===== config.mk =====
export PLATFORM = sky130hd
export DESIGN_NAME = y_axis_packer
export DESIGN_NICKNAME = d
export VERILOG_FILES = /design/src/rtl/y_axis_packer_pkg.sv /design/src/rtl/y_axis_packer.sv
export SDC_FILE = /design/constraint.sdc
export NUM_CORES = 1
export LEC_CHECK = 0
export CORE_MARGIN = 2
export CORE_UTILIZATION = 38
export DETAILED_ROUTE_END_ITERATION = 10
export HOLD_SLACK_MARGIN = 0.08
export PLACE_DENSITY_LB_ADDON = 0.25
export SYNTH_ARGS = -nofsm -noshare
export SYNTH_HDL_FRONTEND = slang
export SYNTH_SLANG_ARGS = --single-unit

===== constraint.sdc =====
create_clock -name clk -period 7.1 [get_ports clk]
set_input_delay 0.71 -clock clk [delete_from_list [all_inputs] [get_ports clk]]
set_output_delay 0.71 -clock clk [all_outputs]
set_load 0.01 [all_outputs]

===== src/rtl/y_axis_packer_pkg.sv =====
// y_axis_packer_pkg
//   Shared types and sizing helpers for the array-row to AXI-Stream packer.
//   - state_t          : EMPTY (no row held) / FULL (row held, beats pending)
//   - beats_per_row()  : N = C*WY/AXI_WIDTH, the number of output beats per row
//   - beat_idx_w()     : width of the beat index k, $clog2(N) with a floor of 1
//   - N / KW           : the derived constants for the default geometry
package y_axis_packer_pkg;

    typedef enum logic {
        EMPTY = 1'b0,
        FULL  = 1'b1
    } state_t;

    function automatic int beats_per_row(input int c, input int wy, input int aw);
        return (c * wy) / aw;
    endfunction

    // A single-beat row still needs a 1-bit index so the datapath stays uniform.
    function automatic int beat_idx_w(input int n);
        return (n > 1) ? $clog2(n) : 1;
    endfunction

    localparam int C_DEF         = 8;
    localparam int WY_DEF        = 32;
    localparam int AXI_WIDTH_DEF = 128;
    localparam int N             = beats_per_row(C_DEF, WY_DEF, AXI_WIDTH_DEF);
    localparam int KW            = beat_idx_w(N);

endpackage


===== src/rtl/y_axis_packer.sv =====
// y_axis_packer
//   Takes one row of C elements (WY bits each) per input handshake and
//   serialises it into N = C*WY/AXI_WIDTH output beats, LSB slice first.
//   The input tlast is carried with the row and appears on the final beat.
//   pkt_count counts accepted tlast beats since reset.
//
// Ports
//   clk, rstn                       clock, synchronous active-low reset
//   s_axis_tdata/tvalid/tready/tlast  row input (element c at [c*WY +: WY])
//   m_axis_tdata/tkeep/tvalid/tready/tlast  beat output to the S2MM DMA
//   pkt_count                       32-bit wrapping count of tlast beats
module y_axis_packer
    import y_axis_packer_pkg::*;
#(
    parameter int C         = 8,
    parameter int WY        = 32,
    parameter int AXI_WIDTH = 128
) (
    input  logic                   clk,
    input  logic                   rstn,
    input  logic [C*WY-1:0]        s_axis_tdata,
    input  logic                   s_axis_tvalid,
    output logic                   s_axis_tready,
    input  logic                   s_axis_tlast,
    output logic [AXI_WIDTH-1:0]   m_axis_tdata,
    output logic [AXI_WIDTH/8-1:0] m_axis_tkeep,
    output logic                   m_axis_tvalid,
    input  logic                   m_axis_tready,
    output logic                   m_axis_tlast,
    output logic [31:0]            pkt_count
);

    localparam int NB = beats_per_row(C, WY, AXI_WIDTH);
    localparam int KB = beat_idx_w(NB);

    generate
        if (((C * WY) % AXI_WIDTH) != 0 || NB < 1 || (AXI_WIDTH % 8) != 0) begin : g_bad_cfg
            $error("y_axis_packer: C*WY must be a positive multiple of AXI_WIDTH (a multiple of 8)");
        end
    endgenerate

    state_t          r_state;
    logic [KB-1:0]   r_k;
    logic            r_last;
    logic [C*WY-1:0] r_row;
    logic [31:0]     r_pkt;

    logic w_final;
    logic w_in;
    logic w_out;

    assign w_final = (r_k == KB'(NB - 1));

    // Ready is only combinational from m_axis_tready on the final beat, which
    // lets a new row land in the same cycle the old one finishes. Outputs are
    // gated by rstn so nothing is offered while reset is held.
    assign s_axis_tready = !rstn || (r_state == EMPTY) || (w_final && m_axis_tready);
    assign m_axis_tvalid = rstn && (r_state == FULL);
    assign m_axis_tkeep  = {(AXI_WIDTH/8){1'b1}};
    assign m_axis_tlast  = m_axis_tvalid && w_final && r_last;
    assign pkt_count     = r_pkt;

    assign w_in  = s_axis_tvalid && s_axis_tready;
    assign w_out = m_axis_tvalid && m_axis_tready;

    generate
        if (NB == 1) begin : g_one_beat
            assign m_axis_tdata = r_row;
        end else begin : g_multi_beat
            logic [NB-1:0][AXI_WIDTH-1:0] w_beats;
            assign w_beats      = r_row;
            assign m_axis_tdata = w_beats[r_k];
        end
    endgenerate

    // Row payload carries no reset: it is only observed while FULL.
    always_ff @(posedge clk) begin
        if (w_in) begin
            r_row <= s_axis_tdata;
        end
    end

    always_ff @(posedge clk) begin
        if (!rstn) begin
            r_state <= EMPTY;
            r_k     <= '0;
            r_last  <= 1'b0;
            r_pkt   <= '0;
        end else begin
            if (w_out && m_axis_tlast) begin
                r_pkt <= r_pkt + 32'd1;
            end
            case (r_state)
                EMPTY: begin
                    if (w_in) begin
                        r_state <= FULL;
                        r_k     <= '0;
                        r_last  <= s_axis_tlast;
                    end
                end
                FULL: begin
                    if (w_in) begin
                        // Only reachable on the final beat leaving: back-to-back reload.
                        r_k    <= '0;
                        r_last <= s_axis_tlast;
                    end else if (w_out) begin
                        if (w_final) begin
                            r_state <= EMPTY;
                        end else begin
                            r_k <= r_k + KB'(1);
                        end
                    end
                end
                default: r_state <= EMPTY;
            endcase
        end
    end

endmodule

Word-level counts from Yosys, hierarchy flattened
Index checks and enable logic that the tools add are counted.
{"block": "op_classes", "addsub": 2, "mul": 0, "div": 0, "magnitude_cmp": 1, "eq_ne": 2, "shifts": 0, "mux": 13, "bitwise": 1, "reduce_logical": 11}
{"op": "$mux W128", "count": 2}
{"op": "$add A32 B1 Y32 const B", "count": 1}
{"op": "$mux W1", "count": 9}
{"op": "$logic_and A1 B1 Y1", "count": 7}
{"op": "$pmux W1 S2", "count": 2}
{"op": "$ne A3 B1 Y1 const B", "count": 1}
{"op": "$logic_or A1 B1 Y1", "count": 2}
{"op": "$lt A1 B2 Y1 const B", "count": 1}
{"op": "$ne A2 B2 Y1 const B", "count": 1}
{"op": "$reduce_and A2 Y1", "count": 1}
{"op": "$add A1 B1 Y1 const B", "count": 1}
{"op": "$logic_not A1 Y1", "count": 1}
{"op": "$not A1 Y1", "count": 1}
{"block": "word_totals", "regBits": 291, "latch_bits": 0, "mem_bits_rw": 0, "mem_bits_ro": 0, "in_bits": 261, "out_inout_bits": 179, "wordCells": 35, "mem_count": 0}

Longest topological paths before layout
Gate-level depths: netlist (run 1).
{"block": "logic_depth", "depth_word": 6, "mapped_depth": 6, "ltp_nobuf": 6}

Worst setup path before layout (run 1)
No wires, ideal clock.
{"block": "synth_timing", "kind": "input to register", "startpoint": "input rstn", "endpoint": "register r_last", "setup_time_ps": 136, "arrival_time_ps": 7534, "required_ps": 6964, "setup_slack_ps": -570, "stages": 5, "n_path_buf": 0, "cell_sequence": "and2_2 > nand2_1 > and2_1 > mux2i_1 > nor2_1"}
{"block": "synth_between", "elab_chain_len": 4}
{"element": "from (decl)", "line": "y_axis_packer.sv:20", "rtl": "input logic rstn,"}
{"element": "$logic_not A1 Y1"}
{"element": "$logic_or A1 B1 Y1 (2 in a row)", "line": "y_axis_packer.sv:57", "rtl": "assign s_axis_tready = !rstn || (r_state == EMPTY) || (w_final && m_axis_tready);"}
{"element": "via s_axis_tready", "line": "y_axis_packer.sv:23", "rtl": "output logic s_axis_tready,"}
{"element": "$logic_and A1 B1 Y1", "line": "y_axis_packer.sv:63", "rtl": "assign w_in = s_axis_tvalid && s_axis_tready;"}
{"element": "via w_in", "line": "y_axis_packer.sv:49", "rtl": "logic w_in;"}
{"element": "to (signal assigned)", "line": "y_axis_packer.sv:98", "rtl": "r_last <= s_axis_tlast;"}
{"element": "to (signal assigned)", "line": "y_axis_packer.sv:105", "rtl": "r_last <= s_axis_tlast;"}
{"element": "to (decl)", "line": "y_axis_packer.sv:44", "rtl": "logic r_last;"}
The timed path passes the listed nets, and every way through them passes these cells.
A chain may end at the register's enable or synchronous reset.

Worst setup path after layout (run 1)
{"block": "layout_timing", "startpoint": "register r_k", "endpoint": "output m_axis_tdata[80]"}
{"block": "layout_between", "elab_chain_len": 2}
{"element": "from (decl)", "line": "y_axis_packer.sv:43", "rtl": "logic [KB-1:0] r_k;"}
{"element": "from (signal assigned)", "line": "y_axis_packer.sv:110", "rtl": "r_k <= r_k + KB'(1);"}
{"element": "$mux W128 (implied by the code) (2 in a row)", "line": "y_axis_packer.sv:72", "rtl": "assign m_axis_tdata = w_beats[r_k];"}
{"element": "to (decl)", "line": "y_axis_packer.sv:25", "rtl": "output logic [AXI_WIDTH-1:0] m_axis_tdata,"}
Every way passes these cells. The select of a mux whose other input is x is not followed.

==> results of run 1 <==
state kept, by name, summed over array words and instances, names as in the netlist:
name,count
g_multi_beat.w_beats,256
pkt_count,32
r_k,1
r_last,1
r_state,1
power by group through the flow:
stage	registers [mW]	logic [mW]	clock network (mW)
finish	2.01	0.476	1.49
global route	2.01	0.507	1.60
CTS	2.01	0.483	1.53
detailed placement	2.04	0.480	0
global placement	2.04	0.476	0
floorplan	2.04	0.178	0
logic make-up after synthesis:
logic type	count (synthesis)
other cells	1
xor+xnor	28
buf+inv	39
simple gates	95
flops	291
compound gates	10
mux	129
fa+ha+maj	1
layer usage:
metal / part of all wire / track usage / wire (um)
met1: 0.35 / 0.184 / 9370
met2: 0.52 / 0.297 / 13600
met3: 0.096 / 0.0640 / 2540
met4: 0.032 / 0.0636 / 853
met5: 0 / 0 / 0
worst max-delay path: stages, from the launching register on:
cell and delay [ns]:
dfxtp_4 0.69, buf_4 0.67, mux2_2 0.41, clkdlybuf4s50_1 0.52
through the flow:
stage	setup slack, ns	utilization
after CTS	3.39	0.579
after floorplan	2.37	-
final	3.50	0.579
after global routing	3.28	0.579
after global placement	3.55	0.546
after detailed placement	3.49	0.546
synthesized netlist by cell type, drive strengths merged:
master    n
edfxtp  256
nand4    15
xor2     20
nand3    11
nand2    13
mux2i     1
conb      1
nand4b    1
xnor2     8
dfxtp    35
ha        1
nor2b     1
o211ai    1
buf      19
and4      3
clkbuf   16
or3       2
a21oi     4
mux2    128
o21ai     4
o31ai     1
nor2     33
and2      3
and3      8
inv       4
nor3      3
nor4      2
worst max path at each step:
stage	depth (start not counted)	slack (ns)	to	start
after floorplan	5	2.37	r_last	rstn
after global placement	5	3.55	g_multi_beat.w_beats[171]	r_k
after detailed placement	5	3.49	g_multi_beat.w_beats[138]	r_k
after CTS	3	3.39	m_axis_tdata[106]	r_k
after global routing	5	3.28	g_multi_beat.w_beats[49]	r_k
final	3	3.50	m_axis_tdata[80]	r_k
area by class of cell:
cell class	instances	area, um2	area share
Sequential cell	291	8390	0.509
Timing Repair Buffer	427	4280	0.260
Multi-Input combinational cell	279	2370	0.144
Clock buffer	41	833	0.0506
Tap cell	384	480	0.0292
Clock inverter	15	106	0.00645
Inverter	4	15.0	0.000911
Antenna cell	2	5.00	0.000304
==> impl_metrics.json, run 1 <==
{
  "dp_cells": 1385,
  "vdd_ir_drop_max_mv": 0.189,
  "final_hold_viol_count": 0,
  "reg2reg_from": "r_k",
  "total_power_mw": 3.97,
  "layout_commonest_cell": "clkdlybuf4s50_1",
  "hold_buffers": 0,
  "hold_class": "reg -> reg",
  "synth.area.top_cells": "edfxtp_1 (70%), mux2_2 (13%), dfxtp_1 (6.4%), xor2_1 (1.6%), nor2_1 (1.1%)",
  "postRouteAntennaNets": 0,
  "cts_tree": "done",
  "syn2layout_area_growth_pct": 51.1,
  "cp-end-kind": "output pin",
  "io_pins": 440,
  "whs_ns": 0.493,
  "place_hpwl_um": 19100,
  "synth_top_family_by_area": "multiplexers",
  "arrival_ns": 2.89,
  "holdPathStages": 1,
  "ys_types": 34,
  "ctsHtreeMaxLevel": 1,
  "wl_per_cell_um": 18.3,
  "vias": 6656,
  "critPathKind": "reg -> out",
  "fin_skew_ns": 0.00899,
  "first_iter_violations": 397,
  "synth_top_cell_by_area": "edfxtp_1",
  "syn_area_per_cell_um2": 18.4,
  "finalCritPeriodShare": 0.507,
  "postCtsSetupBuffers": 0,
  "sw_frac_of_total": 0.211,
  "synth_top_area_share": 0.705,
  "drive_above_1_share": 0.175,
  "dieArea_um2": 30100,
  "wirelength_um": 26400,
  "place_congestion": 0.799,
  "grt_pass1_wl_um": 38900,
  "firstDrtPassIters": 4,
  "instances_no_fill": 1443,
  "synth_simple_gate_area_frac": 0.0497,
  "reg2reg_to": "g_multi_beat.w_beats[223]",
  "ys_warn_count": 0,
  "rsz0062_at_grt": "no",
  "clkTransAtPathRegs_ns": 0.06,
  "min_to": "pkt_count[31]",
  "hold_start": "pkt_count[31]",
  "max_freq_ghz": 0.278,
  "place_area_um2": 15500,
  "slew_headroom": 0.339,
  "min_period_ns": 3.60,
  "cts_resized": 0,
  "p_sw_uw": 836,
  "cp.required_ns": 6.39,
  "fin_area_um2": 16500,
  "clock_path_buffers": 3,
  "cts_sinks": 291,
  "r2r_cells": 5,
  "die_h_um": 173,
  "synthAdderAreaFrac": 0.00115,
  "grt-ovfl-total": 0,
  "port_buffers": 423,
  "r2r_slack_ns": 3.58,
  "cts_buffers": 31,
  "grt_pass1_vias": 6861,
  "synthMuxAreaShare": 0.133,
  "routed_via_density": 4.61,
  "grt_max_degree": 146,
  "drv_slew": 0,
  "cp-start-kind": "flop",
  "fill_cells": 2213,
  "drc_errors": 0,
  "synth-xor-area-share": 0.0225,
  "synth_compound_area_frac": 0.00505,
  "clockRootBuffer": "clkbuf_16",
  "ys_ff_latch": 291,
  "power_density_nw_per_um2": 241,
  "power_frac_comb": 0.120,
  "layout_common_cells": "clkdlybuf4s50_1 (423), edfxtp_1 (256), mux2_2 (128)",
  "antenna_found_initial": 2,
  "p_seq_frac": 0.505,
  "fp-row-count": 62,
  "fp.dieW_um": 173,
  "power_frac_clock": 0.375,
  "core-area_um2": 28500,
  "track_usage": 0.168,
  "netlist_area_um2": 10900,
  "worst_pin_slew_ns": 0.991,
  "report.final.setup_viol": 0,
  "start_util": 0.383,
  "synthCells": 594,
  "power.internal_mw": 3.14,
  "nets": 1296,
  "status": "completed",
  "fin_tns_setup_ns": 0,
  "clk_latency_ns": 0.55,
  "crit_fanout": 53,
  "yosysSeqAreaShare": 0.769,
  "p_leak_nw": 5.72,
  "cap_violations": 0
}
Note: power is estimated with default switching activity, not from simulation.
==> inputs of run 2 (changes only) <==
==> constraint.sdc (replaced) <==
create_clock -name clk -period 3.22 [get_ports clk]
set_input_delay 0.322 -clock clk [delete_from_list [all_inputs] [get_ports clk]]
set_output_delay 0.322 -clock clk [all_outputs]
set_load 0.01 [all_outputs]
==> run 2 against run 1 <==
Net effect:
- utilization up 0.81 points
- first-iteration DRC count down 28%
- cell count up 1.2%
- hold slack worse by 0.16 ns
- count of clock-buffer cells in the layout down 6
- final area up 1.4%
- largest power group unchanged
==> impl_metrics.json, run 2 (synthesis results as in run 1) <==
{
  "grt_pass1_vias": 6977,
  "place_hpwl_um": 20100,
  "whs_ns": 0.330,
  "postRouteAntennaNets": 0,
  "critPathKind": "reg -> out",
  "firstDrtPassIters": 4,
  "total_power_mw": 8.89,
  "cp_top_family": "buffers and inverters",
  "crit_fanout": 62,
  "cp-start-kind": "flop",
  "track_usage": 0.171,
  "cts_tree": "done",
  "largest_reg_flops": 256,
  "final_hold_viol_count": 0,
  "first_iter_violations": 287,
  "critical_path.cell_chain": "buf_12 -> mux2_2 -> clkdlybuf4s50_1",
  "clkTransAtPathRegs_ns": 0.06,
  "layout_commonest_cell": "clkdlybuf4s50_1",
  "start_util": 0.383,
  "ctsHtreeMaxLevel": 1,
  "max_freq_ghz": 0.368,
  "vias": 6661,
  "drc_errors": 0,
  "fp-row-count": 62,
  "min_period_ns": 2.72,
  "worst_pin_slew_ns": 0.626,
  "fp.dieW_um": 173,
  "fin_area_um2": 16700,
  "finalCritPeriodShare": 0.844,
  "io_pins": 440,
  "syn2layout_area_growth_pct": 53.2,
  "cp.required_ns": 2.90,
  "grt-ovfl-total": 0,
  "cts_buffers": 30,
  "postCtsSetupBuffers": 0,
  "cap_violations": 0,
  "clk_latency_ns": 0.54,
  "place_area_um2": 15700,
  "die_h_um": 173,
  "cts_sinks": 291,
  "p_leak_nw": 5.82,
  "core-area_um2": 28500,
  "routed_via_density": 4.56,
  "critPathBufInv": 2,
  "status": "completed",
  "rsz0062_at_grt": "no",
  "cp-end-kind": "output pin",
  "place_congestion": 0.796,
  "grt_max_degree": 63,
  "wirelength_um": 26700,
  "dieArea_um2": 30100,
  "antenna_found_initial": 5,
  "nets": 1308,
  "fin_skew_ns": 0.00905,
  "worst_path_largest_cell_delay_ns": 0.55,
  "fin_util": 0.587,
  "port_buffers": 423,
  "clock_path_buffers": 3,
  "clockRootBuffer": "clkbuf_16",
  "hold_buffers": 0,
  "grt_pass1_wl_um": 39700,
  "drive_above_1_share": 0.189,
  "vdd_ir_drop_max_mv": 0.375,
  "report.final.setup_viol": 0,
  "fin_tns_setup_ns": 0,
  "wl_per_cell_um": 18.3,
  "layout_common_cells": "clkdlybuf4s50_1 (423), edfxtp_1 (256), mux2_2 (128)",
  "arrival_ns": 2.40,
  "slew_headroom": 0.580,
  "cts_resized": 0,
  "drv_slew": 0,
  "cp_slowest_cell": "clkdlybuf4s50_1",
  "hold_class": "in -> reg",
  "power_density_nw_per_um2": 532
}
-- run 2: cell types whose count changed in the layout (fill, tap and decap cells not counted), sizes merged --
| cell | delta |
|---|---|
| inv | -2 |
| clkinv | +2 |
| clkinvlp | +4 |
| diode | +4 |
| clkbuf | -6 |
| buf | +13 |
| bufinv | +2 |
-- run 2: where the power goes --
| part | switching (mW) | internal (mW) |
|---|---|---|
| combinational | 0.405 | 0.691 |
| clock | 1.39 | 1.99 |
| sequential | 0.0532 | 4.36 |
| total | 1.85 | 7.04 |
-- run 2: area by class of cell --
cell class,instances,area (um2)
Inverter,4,15.0
Clock inverter,21,184
Timing Repair Buffer,440,4460
Sequential cell,291,8390
Antenna cell,6,15.0
Clock buffer,35,791
Tap cell,384,480
Multi-Input combinational cell,279,2370
Fill cell,2220,11800
-- run 2: worst paths after layout --
kind | from | endpoint | slack (ns) | cells after the start
hold reg to reg | pkt_count[31] | pkt_count[31] | 0.49 | 1
setup reg to reg | pkt_count[7] | pkt_count[30] | 1.15 | 5
hold / removal | s_axis_tdata[111] | g_multi_beat.w_beats[111] | 0.33 | 1
setup / recovery | r_k | m_axis_tdata[23] | 0.50 | 3
-- run 2: metrics by stage --
| step | worst slack (ns) | instances |
|---|---|---|
| 3_5_place_dp | 0.786 | 1398 |
| 5_1_grt | 0.411 | 1459 |
| 6_report | 0.503 | 1460 |
| 2_1_floorplan | 0.192 | 609 |
| 4_1_cts | 0.462 | 1454 |
| 3_3_place_gp | 0.813 | 1398 |
-- run 2: metal layers --
metal	global-route usage	routed length (um)	vias to the layer above
met5	0	0	-
li1	-	-	3154
met1	0.180	9470	3190
met2	0.318	14200	269
met3	0.0561	2290	48
met4	0.0632	747	0
